**src/rtl/mult_pkg.sv**
```systemverilog
// Shared types and sizing helpers for the row-serial multiplier.
// No timing or flow control of its own.
package mult_pkg;

  typedef enum logic [1:0] {IDLE, RUN, DONE} mult_state_t;

  localparam int MULT_WIDTH_DEFAULT = 8;

  // Bits needed to count multiplier bit positions 0..width-1.
  function automatic int CNT_W(input int width);
    return (width < 2) ? 1 : $clog2(width);
  endfunction

endpackage

```
**src/rtl/mult_row.sv**
```systemverilog
// One row of carry-save bitmult cells: {cout, sum} = p + (ybit ? x : 0).
// Purely combinational, zero latency, no backpressure.
module bitmult (
  input  logic xin,
  input  logic yin,
  input  logic pin,
  input  logic cin,
  output logic sum,
  output logic cout
);

  logic pp;

  assign pp   = xin & yin;
  assign sum  = pp ^ pin ^ cin;
  assign cout = (pp & pin) | (pp & cin) | (pin & cin);

endmodule

module mult_row import mult_pkg::*; #(
  parameter int WIDTH = MULT_WIDTH_DEFAULT
) (
  input  logic [WIDTH-1:0] x,
  input  logic             ybit,
  input  logic [WIDTH-1:0] p,
  output logic [WIDTH-1:0] sum,
  output logic             cout
);

  logic [WIDTH:0] carry;

  assign carry[0] = 1'b0;

  for (genvar i = 0; i < WIDTH; i++) begin : g_cell
    bitmult u_cell (
      .xin  (x[i]),
      .yin  (ybit),
      .pin  (p[i]),
      .cin  (carry[i]),
      .sum  (sum[i]),
      .cout (carry[i+1])
    );
  end

  assign cout = carry[WIDTH];

endmodule

```
**src/rtl/seq_array_mult.sv**
```systemverilog
// Row-serial unsigned multiplier, one multiplier bit per cycle through a single cell row.
// Done pulses WIDTH+1 cycles after an accepted start; start is ignored while busy.
module seq_array_mult import mult_pkg::*; #(
  parameter int WIDTH = MULT_WIDTH_DEFAULT
) (
  input  logic                 clk,
  input  logic                 rst_n,
  input  logic                 start,
  input  logic [WIDTH-1:0]     x,
  input  logic [WIDTH-1:0]     y,
  output logic                 busy,
  output logic                 done,
  output logic [2*WIDTH-1:0]   product
);

  localparam int CW = CNT_W(WIDTH);

  mult_state_t state, state_nxt;

  logic [WIDTH-1:0] x_r;
  logic [WIDTH-1:0] y_r;
  logic [WIDTH-1:0] acc_hi;
  logic [WIDTH-1:0] lo;
  logic [WIDTH-1:0] lo_nxt;
  logic [WIDTH-1:0] row_sum;
  logic             row_cout;
  logic [CW-1:0]    cnt;
  logic             last;

  assign last = (cnt == CW'(WIDTH - 1));

  // acc_hi is acc[WIDTH:1]; acc[0] is retired into lo the same cycle it is formed.
  mult_row #(.WIDTH(WIDTH)) u_row (
    .x    (x_r),
    .ybit (y_r[cnt]),
    .p    (acc_hi),
    .sum  (row_sum),
    .cout (row_cout)
  );

  always_comb begin
    lo_nxt      = lo;
    lo_nxt[cnt] = row_sum[0];
  end

  always_comb begin
    state_nxt = state;
    busy      = 1'b0;
    done      = 1'b0;
    case (state)
      IDLE: begin
        if (start) state_nxt = RUN;
      end
      RUN: begin
        busy = 1'b1;
        if (last) state_nxt = DONE;
      end
      DONE: begin
        busy      = 1'b1;
        done      = 1'b1;
        state_nxt = IDLE;
      end
      default: state_nxt = IDLE;
    endcase
  end

  always_ff @(posedge clk) begin
    if (!rst_n) begin
      state   <= IDLE;
      x_r     <= '0;
      y_r     <= '0;
      acc_hi  <= '0;
      lo      <= '0;
      cnt     <= '0;
      product <= '0;
    end else begin
      state <= state_nxt;
      case (state)
        IDLE: begin
          if (start) begin
            x_r    <= x;
            y_r    <= y;
            acc_hi <= '0;
            lo     <= '0;
            cnt    <= '0;
          end
        end
        RUN: begin
          acc_hi <= {row_cout, row_sum[WIDTH-1:1]};
          lo     <= lo_nxt;
          cnt    <= cnt + CW'(1);
          // Load the product on the last row so it is already valid while done is high.
          if (last) product <= {row_cout, row_sum[WIDTH-1:1], lo_nxt};
        end
        default: ;
      endcase
    end
  end

endmodule

```
**config.mk**
```make
export PLATFORM = sky130hd
export DESIGN_NAME = seq_array_mult
export DESIGN_NICKNAME = d
export VERILOG_FILES = /design/src/rtl/mult_pkg.sv /design/src/rtl/mult_row.sv /design/src/rtl/seq_array_mult.sv
export SDC_FILE = /design/constraint.sdc
export NUM_CORES = 1
export LEC_CHECK = 0
export CAP_MARGIN = 20
export CORE_ASPECT_RATIO = 1.25
export CORE_UTILIZATION = 58
export DETAILED_ROUTE_END_ITERATION = 8
export PLACE_DENSITY = 0.82
export SYNTH_ARGS = -nofsm -noshare
export SYNTH_HDL_FRONTEND = slang
export SYNTH_SLANG_ARGS = --single-unit
```
**constraint.sdc**
```tcl
create_clock -name clk -period 7.79 [get_ports clk]
set_input_delay 1.558 -clock clk [delete_from_list [all_inputs] [get_ports clk]]
set_output_delay 1.558 -clock clk [all_outputs]
set_load 0.05 [all_outputs]
```
==> reports/metrics.cfg, run 1 <==
[outcome]
status = finished, final reports clean

[floorplanning]
dieHeight_um = 76.75
initial_utilization_pct = 61.78
rows = 26
pin_count = 37
die_area_um2 = 4743
core_area_um2 = 4197
dieWidth_um = 61.80

[synth]
synth-seq-cells = 53
syn_inst = 290
synth_top_area_cell = dfxtp_1
ys_seq_area_share_pct = 40.93
synth_cell_type_count = 32
ys_warn_count = 0
netlist_area_um2 = 2592
synth.top_cell.area_share_pct = 40.93
synth_area_leaders = dfxtp_1, nand2_1, o211a_1
syn_area_per_cell_um2 = 8.940
syn_nets = 322

[clock_tree]
clk_path_buf_depth = 2
cts_tree = built
ctsHoldBuffers = 0
cts.clk_slew.worst_paths_ns = 0.09
cts_made_buffers = 5
clock_sinks = 53
clk_latency_ns = 0.31
cts_max_level = 2
postCtsResizedCells = 0
root_buffer = clkbuf_8
cts_setup_buffers = 0

[final_layout]
final_core_util_pct = 72.51
final_cells = 371
final_net_count = 346
diodes = 0
area_growth_pct = 17.37
final-seq-area_um2 = 1061
drive_gt1_share_pct = 5.714
multi_input_area_um2 = 1349
nFillCells = 346

[route]
detail_route.wl_per_cell_um = 13.67
post-route-drc-count = 0
initialDrtViolationCount = 116
routed_via_density = 5.383
first_pass_iters = 4
wl_um = 5072
ant_nets = 0
vias = 1997

[placed_design]
gp_congestion = 0.7406
dp.cells = 362
portBuffers = 36
dp_hpwl_um = 3444

[global_routing]
grt_pass1_wl_um = 8507
grt_usage_pct = 23.92
grt_max_degree = 54
grt.overflow.total = 0
antenna_found_initial = 0
grt_pass1_vias = 1936

[timing]
maxSlewViolCount = 0
slew_headroom_pct = 49.83
skew_ns = 0.009465
finalSetupTns_ns = 0
final.period_utilization_pct = 60.41
clock.fmax_ghz = 0.2125
final-hold-violation-count = 0
setup_violations = 0
rsz0062_at_grt = no
max_slew.worst_pin.slew_ns = 0.7525
fin_crit_ns = 4.706

[job]
drv_cap = 0

[worst_setup_path]
path_max_fanout = 17
r2r_cells = 17
endpoint_kind = flop
crit_path_start_kind = flop
worstSetupPathType = flop to flop
cp.arrival_ns = 4.91
required_ns = 8.00

[pwr]
ir_drop_mv = 0.1309
power.static_leakage_nw = 1.282
p_per_area_nw_per_um2 = 166.5

[min_path]
hold_depth = 2
hold_path_class = flop to flop

## where the power goes
part	leakage [nW]	internal (mW)	switching [mW]
combinational	0.798	0.0241	0.0319
sequential	0.430	0.277	0.00545
clock	0.0542	0.0804	0.0873
total	1.28	0.382	0.125
## synthesized netlist by cell type
| cell | count |
|---|---|
| buf_6 | 2 |
| a2111o_2 | 1 |
| mux2i_4 | 1 |
| nand3_1 | 3 |
| nand3_2 | 1 |
| dfxtp_1 | 53 |
| a21oi_1 | 4 |
| a31oi_1 | 8 |
| ha_1 | 6 |
| clkbuf_2 | 1 |
| a32oi_1 | 3 |
| o21ai_0 | 10 |
| nand3b_1 | 5 |
| o21ai_1 | 1 |
| inv_1 | 21 |
| buf_4 | 1 |
| and2_1 | 20 |
| o211a_1 | 15 |
| o22ai_1 | 8 |
| mux2i_1 | 10 |
| or3_4 | 1 |
| buf_2 | 7 |
| nor2b_1 | 5 |
| or3b_2 | 2 |
| nor2_1 | 2 |
| clkbuf_1 | 9 |
| nand2b_1 | 2 |
| or3b_4 | 2 |
| fa_1 | 7 |
| a21boi_0 | 15 |
| nand2_1 | 63 |
| a21boi_1 | 1 |
## logic make-up (layout without fill, tap and decap cells)
logic type | count (synthesis) | after routing | synth area share [%]
DFF | 53 | 53 | 40.93
and+or+nand+nor | 106 | 106 | 20.32
buffers and inverters | 41 | 66 | 7.046
muxes | 11 | 11 | 4.730
AOI/OAI and AO/OA | 66 | 66 | 18.68
adders and majority gates | 13 | 13 | 8.301
## critical path, cell delays in order, from the launching register on
cell	delay (ns)
dfxtp_1	0.48
or3b_2	0.54
a21oi_1	0.13
a2111o_2	0.19
and2_1	0.14
ha_1	0.13
inv_1	0.05
fa_1	0.39
fa_1	0.37
inv_1	0.07
fa_1	0.15
inv_1	0.05
fa_1	0.37
fa_1	0.39
fa_1	0.39
fa_1	0.51
o21ai_0	0.08
and2_1	0.15
## per-stage QoR
stage / power (mW) / worst slack, ns / area, um^2 / hold WS (ns)
2_1_floorplan: 0.3278 / 3.476 / 2592 / 0.4353
3_3_place_gp: 0.3437 / 3.278 / 2914 / 0.4573
3_5_place_dp: 0.3449 / 3.118 / 2914 / 0.4596
4_1_cts: 0.5109 / 3.107 / 3015 / 0.4723
5_1_grt: 0.5272 / 2.892 / 3043 / 0.4952
6_report: 0.5067 / 3.084 / 3043 / 0.4688
## worst paths after layout
| path | startpoint | end | slack, ns |
|---|---|---|---|
| max | cnt[0] | acc_hi[6] | 3.08 |
| min | y_r[0] | y_r[0] | 0.47 |
| max reg2reg | cnt[0] | acc_hi[6] | 3.08 |
| min reg2reg | y_r[0] | y_r[0] | 0.47 |
## final cells by class
type,count,share of cell area [%]
clock buffers,7,3.166
clock inverters,1,0.1645
inverters,21,2.590
multi-input cells,196,44.33
flip-flops and latches,53,34.87
well taps,56,2.303
repair buffers,37,12.58
## layer usage
| layer | global-route usage (%) | part of all wire (%) | vias up |
|---|---|---|---|
| met4 | 8.000 | 1.2 | 0 |
| met5 | 0 | 0 | - |
| met1 | 27.18 | 43 | 944 |
| met3 | 4.047 | 2.1 | 6 |
| met2 | 43.01 | 54 | 28 |
| li1 | - | - | 1019 |
## placed cells by master (no fill, tap or decap), types with 8 or more instances in the layout
cell              n
inv_1            21
clkdlybuf4s50_1  35
o22ai_1           8
o21ai_0          10
a31oi_1           8
dfxtp_1          53
a21boi_0         15
o211a_1          15
mux2i_1          10
nand2_1          63
and2_1           20
## registers in the layout (all words and copies together) (netlist names)
| signal | flops |
|---|---|
| cnt | 3 |
| state | 2 |
| acc_hi | 8 |
| lo | 8 |
| x_r | 8 |
| y_r | 8 |
| product | 16 |
Note: power is estimated with default switching activity, not from simulation.
==> run 2: changes to the inputs <==
--- a/config.mk
+++ b/config.mk
@@ -7,9 +7,9 @@
 export LEC_CHECK = 0
 export CAP_MARGIN = 20
 export CORE_ASPECT_RATIO = 1.25
-export CORE_UTILIZATION = 58
+export CORE_UTILIZATION = 49
 export DETAILED_ROUTE_END_ITERATION = 8
-export PLACE_DENSITY = 0.82
+export PLACE_DENSITY = 0.74
 export SYNTH_ARGS = -nofsm -noshare
 export SYNTH_HDL_FRONTEND = slang
 export SYNTH_SLANG_ARGS = --single-unit
==> constraint.sdc (replaced) <==
create_clock -name clk -period 4 [get_ports clk]
set_input_delay 0.8 -clock clk [delete_from_list [all_inputs] [get_ports clk]]
set_output_delay 0.8 -clock clk [all_outputs]
set_load 0.05 [all_outputs]
==> run 2 against run 1 <==
The flow now finishes with violations (negative setup slack). Wire length is 0.69% higher. Global-route usage decreased by 3.4 points. Die area grew 18%. Flip-flop and latch count is the same. Total power up 100%. First-iteration DRC count down 25%.
==> reports/metrics.cfg, run 2 (synthesized netlist as in run 1, its figures left out) <==
[route]
routed_via_density = 5.253  ; was 5.383
first_pass_iters = 4  ; unchanged
wl_um = 5107  ; was 5072 um
initialDrtViolationCount = 87  ; was 116
detail_route.wl_per_cell_um = 13.30  ; was 13.67 um
ant_nets = 0  ; unchanged
vias = 2017  ; was 1997
post-route-drc-count = 0  ; unchanged

[final_layout]
drive_gt1_share_pct = 11.49  ; was 5.714%
final_cell_mix = nand2_1, dfxtp_1, clkdlybuf4s50_1  ; unchanged
layout_commonest_cell = nand2_1  ; unchanged
diodes = 0  ; unchanged
final_net_count = 353  ; was 346
top_register = product  ; unchanged
design_area_um2 = 3133  ; was 3043 um^2
area_growth_pct = 20.85  ; was 17.37%
largest_reg_flops = 16  ; unchanged

[timing]
clock.fmax_ghz = 0.2452  ; was 0.2125 GHz
max_slew.worst_pin.slew_ns = 1.060  ; was 0.7525 ns
skew_ns = 0.007484  ; was 0.009465 ns
slew_headroom_pct = 29.36  ; was 49.83%
setup_violations = 3  ; was 0
final-hold-violation-count = 0  ; unchanged
setup_slack_ns = -0.07815  ; was 3.084 ns
maxSlewViolCount = 0  ; unchanged
fin_crit_ns = 4.078  ; was 4.706 ns
rsz0062_at_grt = yes  ; was no
final.period_utilization_pct = 102.0  ; was 60.41%

[global_routing]
grt_max_degree = 54  ; unchanged
grt.overflow.total = 0  ; unchanged
antenna_found_initial = 0  ; unchanged
grt_pass1_wl_um = 8790  ; was 8507 um
grt_usage_pct = 20.54  ; was 23.92%
grt_pass1_vias = 1996  ; was 1936

[outcome]
status = finished with violations  ; was finished, final reports clean
violations = negative setup slack

[placed_design]
dp_hpwl_um = 3394  ; was 3444 um
gp_congestion = 0.7424  ; was 0.7406
portBuffers = 36  ; unchanged
pre_cts_slack_ns = -0.1694  ; was 3.118 ns
placement.cell_area_um2 = 3004  ; was 2914 um^2

[worst_setup_path]
crit_path_start_kind = flop  ; unchanged
cp.arrival_ns = 4.28  ; was 4.91 ns
worstSetupPathType = flop to flop  ; unchanged
endpoint_kind = flop  ; unchanged
required_ns = 4.21  ; was 8.00 ns
path_max_fanout = 2  ; was 17

[floorplanning]
rows = 29  ; was 26
dieWidth_um = 67.06  ; was 61.80 um
dieHeight_um = 83.33  ; was 76.75 um
pin_count = 37  ; unchanged
core_area_um2 = 5080  ; was 4197 um^2
initial_utilization_pct = 51.03  ; was 61.78%
die_area_um2 = 5588  ; was 4743 um^2

[clock_tree]
cts_tree = built  ; unchanged
cts.clk_slew.worst_paths_ns = 0.09  ; about the same
clk_latency_ns = 0.31  ; about the same
cts_made_buffers = 5  ; unchanged
clk_path_buf_depth = 2  ; unchanged
cts_max_level = 2  ; unchanged
ctsHoldBuffers = 0  ; unchanged
root_buffer = clkbuf_8  ; unchanged
clock_sinks = 53  ; unchanged

[pwr]
p_total_mw = 1.023  ; was 0.5067 mW
clkPwrFrac_pct = 34.9  ; was 33.1%
combPwrFrac_pct = 11.6  ; was 11.1%
pwr-share-seq_pct = 53.5  ; was 55.8%
sw_frac_of_total_pct = 24.57  ; was 24.61%
switchingPower_mw = 0.2513  ; was 0.1247 mW
p_int_mw = 0.7715  ; was 0.3820 mW
ir_drop_mv = 0.2356  ; was 0.1309 mV
power.static_leakage_nw = 1.318  ; was 1.282 nW
p_per_area_nw_per_um2 = 326.5  ; was 166.5 nW/um^2

[job]
drv_cap = 0  ; unchanged

[min_path]
hold_path_class = flop to flop  ; unchanged

[run 2: changes by cell type in the layout (fill, tap and decap cells not counted), sizes merged]
cell    previous run  this run
buf                2         9
clkbuf             7         8
clkinv             1         0
[run 2: what timing repair did]
action	4_1_cts	5_1_grt
setup buffers	0	0
resized for setup	7	0
cloned	0	0
setup endpoints to repair	4	4
pin swaps	2	3
[run 2: layer usage]
| metal | vias up | routed length [um] | GRT usage, % |
|---|---|---|---|
| met3 | 5 | 106 | 4.808 |
| li1 | 1027 | - | - |
| met2 | 21 | 2622 | 34.09 |
| met5 | - | 0 | 0 |
| met1 | 964 | 2328 | 25.17 |
| met4 | 0 | 51 | 7.350 |
[run 2: metrics by stage]
step	cells	util, %	hold slack (ns)	setup TNS (ns)
after floorplan	290	-	0.4353	-0.1744
after global placement	376	59.14	0.4556	-0.1486
after detailed placement	376	59.14	0.4605	-0.3881
after CTS	384	61.67	0.4738	-0.2889
after global routing	384	61.67	0.4977	-0.6102
final	384	61.67	0.4691	-0.1437
[run 2: path summary, 6_finish.rpt]
check	from	to	slack, ns	cells past startpoint
worst max-delay path	cnt[0]	acc_hi[6]	-0.08	17
worst min-delay path	x_r[1]	x_r[1]	0.47	2
worst max register to register	cnt[0]	acc_hi[6]	-0.08	17
worst min register to register	x_r[1]	x_r[1]	0.47	2
[run 2: worst max-delay path, stage by stage, from the launching register on]
cell      delay, ns
dfxtp_4        0.35
or3b_4         0.38
a21oi_2        0.12
a2111o_2       0.14
and2_4         0.15
ha_4           0.12
inv_2          0.03
fa_2           0.33
fa_2           0.34
inv_2          0.06
fa_2           0.19
inv_2          0.04
fa_2           0.33
fa_2           0.34
fa_2           0.34
fa_1           0.51
o21ai_1        0.07
and2_1         0.15
[run 2: cell type report]
type | instances | area [um^2]
fillers | 450 | 1947
multi-input cells | 196 | 1385
flip-flops and latches | 53 | 1065
repair buffers | 44 | 415.4
clock buffers | 8 | 111.4
inverters | 21 | 78.83
well taps | 62 | 77.57
[run 2: power groups by stage]
stage	Combinational, mW	Sequential (mW)	Clock, mW
2_1_floorplan	0.0810	0.558	0
3_3_place_gp	0.117	0.559	0
3_5_place_dp	0.118	0.559	0
4_1_cts	0.120	0.547	0.361
5_1_grt	0.133	0.548	0.384
6_report	0.119	0.547	0.357
